**config.mk**
```make
export PLATFORM = sky130hd
export DESIGN_NAME = axi_link_pair
export DESIGN_NICKNAME = d
export VERILOG_FILES = /design/src/rtl/axi_link_pair.sv
export SDC_FILE = /design/constraint.sdc
export NUM_CORES = 2
export LEC_CHECK = 0
export CORE_AREA = 3 3 491 493
export CTS_BUF_LIST = sky130_fd_sc_hd__clkbuf_8 sky130_fd_sc_hd__clkbuf_16
export CTS_CLUSTER_SIZE = 20
export DETAILED_ROUTE_END_ITERATION = 10
export DIE_AREA = 0 0 494 496
export PLACE_DENSITY = 0.58
export SETUP_SLACK_MARGIN = 0.1
export SYNTH_ARGS = -nofsm -noshare
export SYNTH_HDL_FRONTEND = slang
export SYNTH_SLANG_ARGS = --single-unit
```
**constraint.sdc**
```tcl
create_clock -name clk -period 5.8 [get_ports clk]
set_input_delay 1.16 -clock clk [delete_from_list [all_inputs] [get_ports clk]]
set_output_delay 1.16 -clock clk [all_outputs]
set_load 0.01 [all_outputs]
```
**src/rtl/axi_link_pair.sv**
```systemverilog
// axi_link_pair: AXI-style master/slave pair around a 256x8 memory; ports: clk/rst, en/en_ strobes, AR*/AW*/INDATA/LAST requests, all channel signals, OUT/BOUT observation.
module axi_link_pair #(
  parameter int DEPTH = 256
) (
  input  logic        clk,
  input  logic        rst,
  input  logic        en,
  input  logic        en_,
  input  logic        LAST,
  input  logic [7:0]  ARADDR,
  input  logic [3:0]  ARLEN,
  input  logic [3:0]  ARID,
  input  logic [7:0]  AWADDR,
  input  logic [3:0]  AWID,
  input  logic [7:0]  INDATA,
  output logic        ARVALID,
  output logic        ARREADY,
  output logic        RVALID,
  output logic        RREADY,
  output logic        RLAST,
  output logic [7:0]  RDATA,
  output logic        RRESP,
  output logic        AWVALID,
  output logic        AWREADY,
  output logic [11:0] AWOUT,
  output logic        WVALID,
  output logic        WREADY,
  output logic        WLAST,
  output logic [7:0]  WDATA,
  output logic        BVALID,
  output logic        BREADY,
  output logic [4:0]  BRESP,
  output logic [15:0] OUT,
  output logic [4:0]  BOUT
);
  typedef enum logic [1:0] {W_IDLE, W_AW, W_W, W_B} wr_t;
  typedef enum logic [1:0] {R_IDLE, R_AR, R_R} rd_t;
  logic [7:0] mem [DEPTH];
  wr_t wr_q, wr_d;
  rd_t rd_q, rd_d;
  logic [7:0] awaddr_q, awaddr_d, indata_q, indata_d, wdata_q, wdata_d;
  logic [3:0] awid_q, awid_d;
  logic last_q, last_d, wlast_q, wlast_d, awready_q, awready_d, wready_q, wready_d;
  logic bvalid_q, bvalid_d;
  logic [4:0] bresp_q, bresp_d, bout_q, bout_d;
  logic [7:0] araddr_q, araddr_d, rdata_q, rdata_d, raddr;
  logic [3:0] arlen_q, arlen_d, arid_q, arid_d, beat_q, beat_d, nm1;
  logic arready_q, arready_d, rvalid_q, rvalid_d, rlast_q, rlast_d;
  logic [15:0] out_q, out_d;
  logic cap, rcap, aw_hs, w_hs, b_hs, ar_hs, r_hs, rnext;
  assign AWVALID = wr_q == W_AW;
  assign WVALID = wr_q == W_W;
  assign BREADY = wr_q == W_B;
  assign ARVALID = rd_q == R_AR;
  assign RREADY = rd_q == R_R;
  assign aw_hs = AWVALID && awready_q;
  assign w_hs = WVALID && wready_q;
  assign b_hs = BREADY && bvalid_q;
  assign ar_hs = ARVALID && arready_q;
  assign r_hs = RREADY && rvalid_q;
  assign AWREADY = awready_q;
  assign WREADY = wready_q;
  assign ARREADY = arready_q;
  assign AWOUT = {awid_q, awaddr_q};
  assign WDATA = wdata_q;
  assign WLAST = wlast_q;
  assign BVALID = bvalid_q;
  assign BRESP = bresp_q;
  assign BOUT = bout_q;
  assign RVALID = rvalid_q;
  assign RLAST = rlast_q;
  assign RDATA = rdata_q;
  assign RRESP = 1'b0;
  assign OUT = out_q;
  always_comb begin
    cap = en_ && wr_q == W_IDLE;
    wr_d = cap ? W_AW : aw_hs ? W_W : w_hs ? (wlast_q ? W_B : W_IDLE) : b_hs ? W_IDLE : wr_q;
    awaddr_d = cap ? AWADDR : awaddr_q;
    awid_d = cap ? AWID : awid_q;
    indata_d = cap ? INDATA : indata_q;
    last_d = cap ? LAST : last_q;
    wdata_d = aw_hs ? indata_q : wdata_q;
    wlast_d = aw_hs ? last_q : w_hs ? 1'b0 : wlast_q;
    // slave READYs pulse high one cycle after VALID is seen, dropping right after the transfer
    awready_d = AWVALID && !awready_q;
    wready_d = WVALID && !wready_q;
    arready_d = ARVALID && !arready_q;
    bvalid_d = w_hs && wlast_q ? 1'b1 : b_hs ? 1'b0 : bvalid_q;
    bresp_d = w_hs && wlast_q ? {awid_q, 1'b0} : bresp_q;
    bout_d = b_hs ? bresp_q : bout_q;
    rcap = en && rd_q == R_IDLE;
    rd_d = rcap ? R_AR : ar_hs ? R_R : r_hs && rlast_q ? R_IDLE : rd_q;
    araddr_d = rcap ? ARADDR : araddr_q;
    arlen_d = rcap ? ARLEN : arlen_q;
    arid_d = rcap ? ARID : arid_q;
    nm1 = arlen_q == 4'd0 ? 4'd0 : arlen_q - 4'd1;
    rnext = r_hs && !rlast_q;
    beat_d = ar_hs ? 4'd0 : rnext ? beat_q + 4'd1 : beat_q;
    // 8-bit sum wraps 0xFF -> 0x00 naturally
    raddr = araddr_q + {4'd0, beat_d};
    rdata_d = ar_hs || rnext ? mem[raddr] : rdata_q;
    rvalid_d = ar_hs ? 1'b1 : r_hs && rlast_q ? 1'b0 : rvalid_q;
    rlast_d = ar_hs || rnext ? beat_d == nm1 : r_hs ? 1'b0 : rlast_q;
    out_d = r_hs ? {arid_q, arlen_q, rdata_q} : out_q;
  end
  always_ff @(posedge clk)
    if (!rst && w_hs) mem[awaddr_q] <= wdata_q;
  always_ff @(posedge clk) begin
    if (rst) begin
      wr_q <= W_IDLE;
      rd_q <= R_IDLE;
      awaddr_q <= '0;
      awid_q <= '0;
      indata_q <= '0;
      last_q <= 1'b0;
      wdata_q <= '0;
      wlast_q <= 1'b0;
      awready_q <= 1'b0;
      wready_q <= 1'b0;
      arready_q <= 1'b0;
      bvalid_q <= 1'b0;
      bresp_q <= '0;
      bout_q <= '0;
      araddr_q <= '0;
      arlen_q <= '0;
      arid_q <= '0;
      beat_q <= '0;
      rdata_q <= '0;
      rvalid_q <= 1'b0;
      rlast_q <= 1'b0;
      out_q <= '0;
    end else begin
      wr_q <= wr_d;
      rd_q <= rd_d;
      awaddr_q <= awaddr_d;
      awid_q <= awid_d;
      indata_q <= indata_d;
      last_q <= last_d;
      wdata_q <= wdata_d;
      wlast_q <= wlast_d;
      awready_q <= awready_d;
      wready_q <= wready_d;
      arready_q <= arready_d;
      bvalid_q <= bvalid_d;
      bresp_q <= bresp_d;
      bout_q <= bout_d;
      araddr_q <= araddr_d;
      arlen_q <= arlen_d;
      arid_q <= arid_d;
      beat_q <= beat_d;
      rdata_q <= rdata_d;
      rvalid_q <= rvalid_d;
      rlast_q <= rlast_d;
      out_q <= out_d;
    end
  end
endmodule

```
==> PnR_summary.wiki <==
{| class="wikitable"
! Metric !! Value
|-
| Status || finished clean
|-
| Detail Route Antenna Nets || 0
|-
| Clk buf depth || 3
|-
| Gpl congestion || 0.8176
|-
| Initial core utilization || 34.87%
|-
| Power per cell area || 331.0 mW/mm^2
|-
| Post-CTS Repair Setup Buffers || 0
|-
| Count of state elements after synthesis || 2140
|-
| Unrepaired setup endpoints after global routing || no
|-
| Synth Area in Simple Gates || 4.498%
|-
| Number of design-rule violations left by the first detailed-router iteration || 4181
|-
| Count of final setup violators || 0
|-
| Count of unique library cells instantiated by Yosys || 53
|-
| Worst-skew pair later-pin latency || 0.85 ns
|-
| Total number of yosys warnings || 0
|-
| CP Buf/Inv Count || 2
|-
| Share of synthesized area spent on multiplexers || 16.56%
|-
| Top fanout value on the critical path || 9
|-
| Number of placed I/O pins || 108
|-
| Number of gates given a new drive strength after cts || 0
|-
| Synth-to-layout area growth || 15.14%
|-
| DP Cell Count || 7248
|-
| Clock tree root buffer cell || clkbuf_16
|-
| Hold_sp || arid_q[3]
|-
| Via count of the first global-routing pass || 41428
|-
| TritonCTS clock tree || yes
|-
| Max-cap viol count || 0
|-
| Total overflow reported by the global router || 0
|-
| Number of enable-type register cells in the synthesized netlist || 2048
|-
| DRC || 0
|-
| Die Height || 496 um
|-
| Total wire length after detailed routing || 212300 um
|-
| Cells after synthesis || 4040
|-
| Final count of hold timing violations || 0
|-
| Post-DR vias/cell || 5.345
|-
| Cells along the critical path || nand4bb_1 -> or2_2 -> xor2_1 -> or2_2 -> inv_1 -> ha_1 -> nor2_1 -> a21oi_2 -> xnor2_4 -> buf_4 -> mux4_2 -> a22oi_1 -> nand4_1 -> o211ai_1 -> o211ai_1
|-
| Worst slew margin || 16.16%
|-
| Clock buffer count from CTS || 206
|-
| Share of synthesized registers carrying an async set or reset || 0%
|-
| Dominant combinational cell family by area after synthesis || multiplexers
|-
| Delay contributed by the slowest stage of the critical path || 0.83 ns
|-
| Layout filler cell count || 20927
|-
| Worst endpoint required time || 6.49 ns
|-
| Detailed Place HPWL || 132300 um
|-
| Summed instance area of the synthesized netlist || 0.08279 sq mm
|-
| Mean cell area of the mapped netlist || 20.49 sq um
|-
| Fraction of synthesized cell area in xor and xnor cells || 0.1678%
|-
| Net count, final || 4336
|-
| Number of levels in the clock H-tree || 4
|-
| Die outline width || 494 um
|-
| Number of antenna violations at the first check in global routing || 10
|-
| Area share of fa/ha/maj cells after synthesis || 0.09975%
|-
| I/O Buffers || 104
|-
| Number of slew-limit violations in the final report || 0
|-
| Global routing usage summed across all routing layers || 17.27%
|-
| Die ar. || 0.2450 sq mm
|-
| Crit path capture type || flop
|-
| Data arrival time of the critical path || 6.06 ns
|-
| Count of vias placed by the detailed router || 40850
|-
| Non-filler cells in the finished layout || 7643
|-
| Crit path depth || 15
|-
| Proportion of synthesized chip area in sequential cells || 76.51%
|-
| TritonCTS sink count || 2140
|-
| Layout Skew || 0.05277 ns
|-
| Max IR drop VDD || 0.2808 mV
|-
| Share of the clock period used by the worst path || 92.57%
|-
| Leakage power || 29.93 nW
|-
| Standard-cell row count || 179
|-
| Kind of cell with the highest combined delay on the critical path || simple AND/OR/NAND/NOR gates
|-
| Worst reg2reg startpoint || rd_q[1]
|-
| Cell at the slowest stage of the critical path || xnor2_4
|-
| Terminating pin of the worst hold path || OUT[15]
|-
| Crit path launch type || flop
|-
| Number of iterations in the first detailed-routing pass || 6
|-
| Kind of critical path || flop to flop
|-
| Cts-stage hold buffer count || 0
|-
| Type of the tightest min-delay check || flop to flop
|-
| Share of cells above drive strength 1 || 24.49%
|-
| Transition at the pin with the smallest max-transition slack || 1.258 ns
|-
| Most common flop cell mapped by yosys || edfxtp_1
|-
| Max Fclk || 186.3 MHz
|-
| Average detailed-routed wire length per instance || 27.78 um
|-
| Maximum number of pins on one net before global-route repair || 212
|-
| Placeable core area || 0.2374 sq mm
|-
| Clock-pin transition on the worst setup and hold timing paths || 0.07 ns
|-
| Synthesized-area fraction occupied by ao, oa, aoi and oai cells || 0.9325%
|-
| Setup tns final || 0 ns
|-
| Count of cells along the worst hold path || 2
|-
| FF-to-FF End || RDATA[6]
|-
| Shortest period the worst path allows || 5.369 ns
|-
| Worst R2R Setup Slack || 0.43 ns
|-
| Depth of the worst register-to-register path || 15
|-
| Global-route wire length before repair || 308000 um
|}
final cells by class:
cell class,count,area (sq um),share of cell area (%)
multi-input cells,1663,18590,19.50
clock buffers,211,5258,5.516
repair buffers,271,2655,2.785
diodes,8,20.02,0.02100
inverters,7,26.28,0.02756
flip-flops and latches,2140,63370,66.48
well taps,3167,3963,4.157
clock inverters,176,1441,1.512
worst max-delay path by stage:
| stage | start | endpoint | slack, ns |
|---|---|---|---|
| final | rd_q[1] | RDATA[6] | 0.43 |
| after global routing | rd_q[1] | RDATA[6] | 0.22 |
| after CTS | rd_q[1] | RDATA[6] | 0.51 |
| after detailed placement | rd_q[1] | RDATA[6] | 0.53 |
| after global placement | rd_q[0] | RDATA[6] | 0.58 |
| after floorplan | WDATA[0] | WDATA[0] | 1.18 |
worst register-to-register path: cells and delay by family (launching register included):
kind,cells,cell delay [ns]
adders and majority gates,1,0.31
DFF,1,0.43
buffers and inverters,2,0.43
AOI/OAI and AO/OA,4,1.05
and+or+nand+nor,5,1.51
muxes,1,0.53
xor gates and xnor gates,2,0.97
synthesized netlist by cell type, types with 2 or more instances:
cell type  instances  share of area, %
dfxtp_1           92               2.2
a22oi_1            2             0.018
xnor2_1            6             0.063
mux4_2           602                16
a21oi_1           78              0.47
or2_2              3             0.023
nand2b_1           4             0.030
o311ai_0           2             0.021
nor3_1             5             0.030
clkbuf_1         133              0.60
and2_1             3             0.023
nor2_1           303               1.4
o2111ai_1          2             0.021
nand3_1          165               1.0
o211ai_1           2             0.018
nand2_1          358               1.6
nand4_1           19              0.14
buf_1             21             0.095
ha_1               5             0.076
o22a_1             8             0.085
nor4_1             2             0.015
nor2b_1           11             0.083
nor3b_1            4             0.036
edfxtp_1        2048                74
buf_4              8             0.073
buf_2             70              0.42
a31oi_1           16              0.12
xor2_1             8             0.085
o21ai_0           10             0.060
inv_1              7             0.032
or3_1              8             0.060
mux2i_1           14              0.17
routing by layer:
metal	track usage, %	vias up	share of wire (%)
met5	0.2317	-	0
met4	4.914	0	2.6
met3	3.081	281	7.9
met2	27.35	1747	48
met1	24.59	21828	42
li1	-	16994	-
power breakdown:
group	leakage, nW	internal, mW	switching, mW	total [mW]
Clock	3.44	7.40	5.85	13.2
Sequential	19.7	16.7	0.0475	16.7
Combinational	6.77	0.703	0.847	1.55
metrics by stage:
step                hold WS, ns  worst slack (ns)  power, mW  util [%]  instance area, sq um
floorplan                0.4321             1.179      18.06         -                 82790
global placement         0.4366            0.5814      18.64     37.32                 88600
detailed placement       0.4445            0.5307      18.64     37.32                 88600
CTS                      0.4535            0.5123      31.81     40.14                 95300
global route             0.4608            0.2222      32.49     40.15                 95310
finish                   0.4519            0.4311      31.55     40.15                 95320
cells by family after synthesis:
kind of cell               Yosys count
adders and majority gates            6
muxes                              617
AOI/OAI and AO/OA                  131
other                                1
DFF                               2140
xor gates and xnor gates            15
and+or+nand+nor                    891
buffers and inverters              239
layout by cell type (no fill, tap or decap), types with 5 or more instances in the layout:
cell / n
a21oi_1: 78
a31oi_1: 16
buf_12: 29
buf_4: 139
bufinv_16: 18
clkbuf_16: 209
clkdlybuf4s50_1: 103
clkinv_1: 50
clkinv_2: 38
clkinv_8: 6
clkinvlp_4: 8
dfxtp_1: 84
dfxtp_4: 8
diode_2: 8
edfxtp_1: 2048
inv_1: 53
mux2i_1: 14
mux4_2: 602
nand2_1: 358
nand3_1: 161
nand4_1: 19
nor2_1: 303
nor2b_1: 11
nor3_1: 5
o21ai_0: 10
o22a_1: 8
or3_1: 8
registers in the layout (all words and copies together) (netlist names):
| name | count |
|---|---|
| mem | 2048 |
| OUT | 16 |
| RDATA | 8 |
| WDATA | 8 |
| araddr_q | 8 |
| awaddr_q | 8 |
| indata_q | 8 |
| BOUT | 4 |
| BRESP | 4 |
| arid_q | 4 |
| arlen_q | 4 |
| awid_q | 4 |
| beat_q | 4 |
| rd_q | 2 |
| wr_q | 2 |
| ARREADY | 1 |
| AWREADY | 1 |
| BVALID | 1 |
| RLAST | 1 |
| RVALID | 1 |
| WLAST | 1 |
| WREADY | 1 |
| last_q | 1 |
Note: power is estimated with default switching activity, not from simulation.
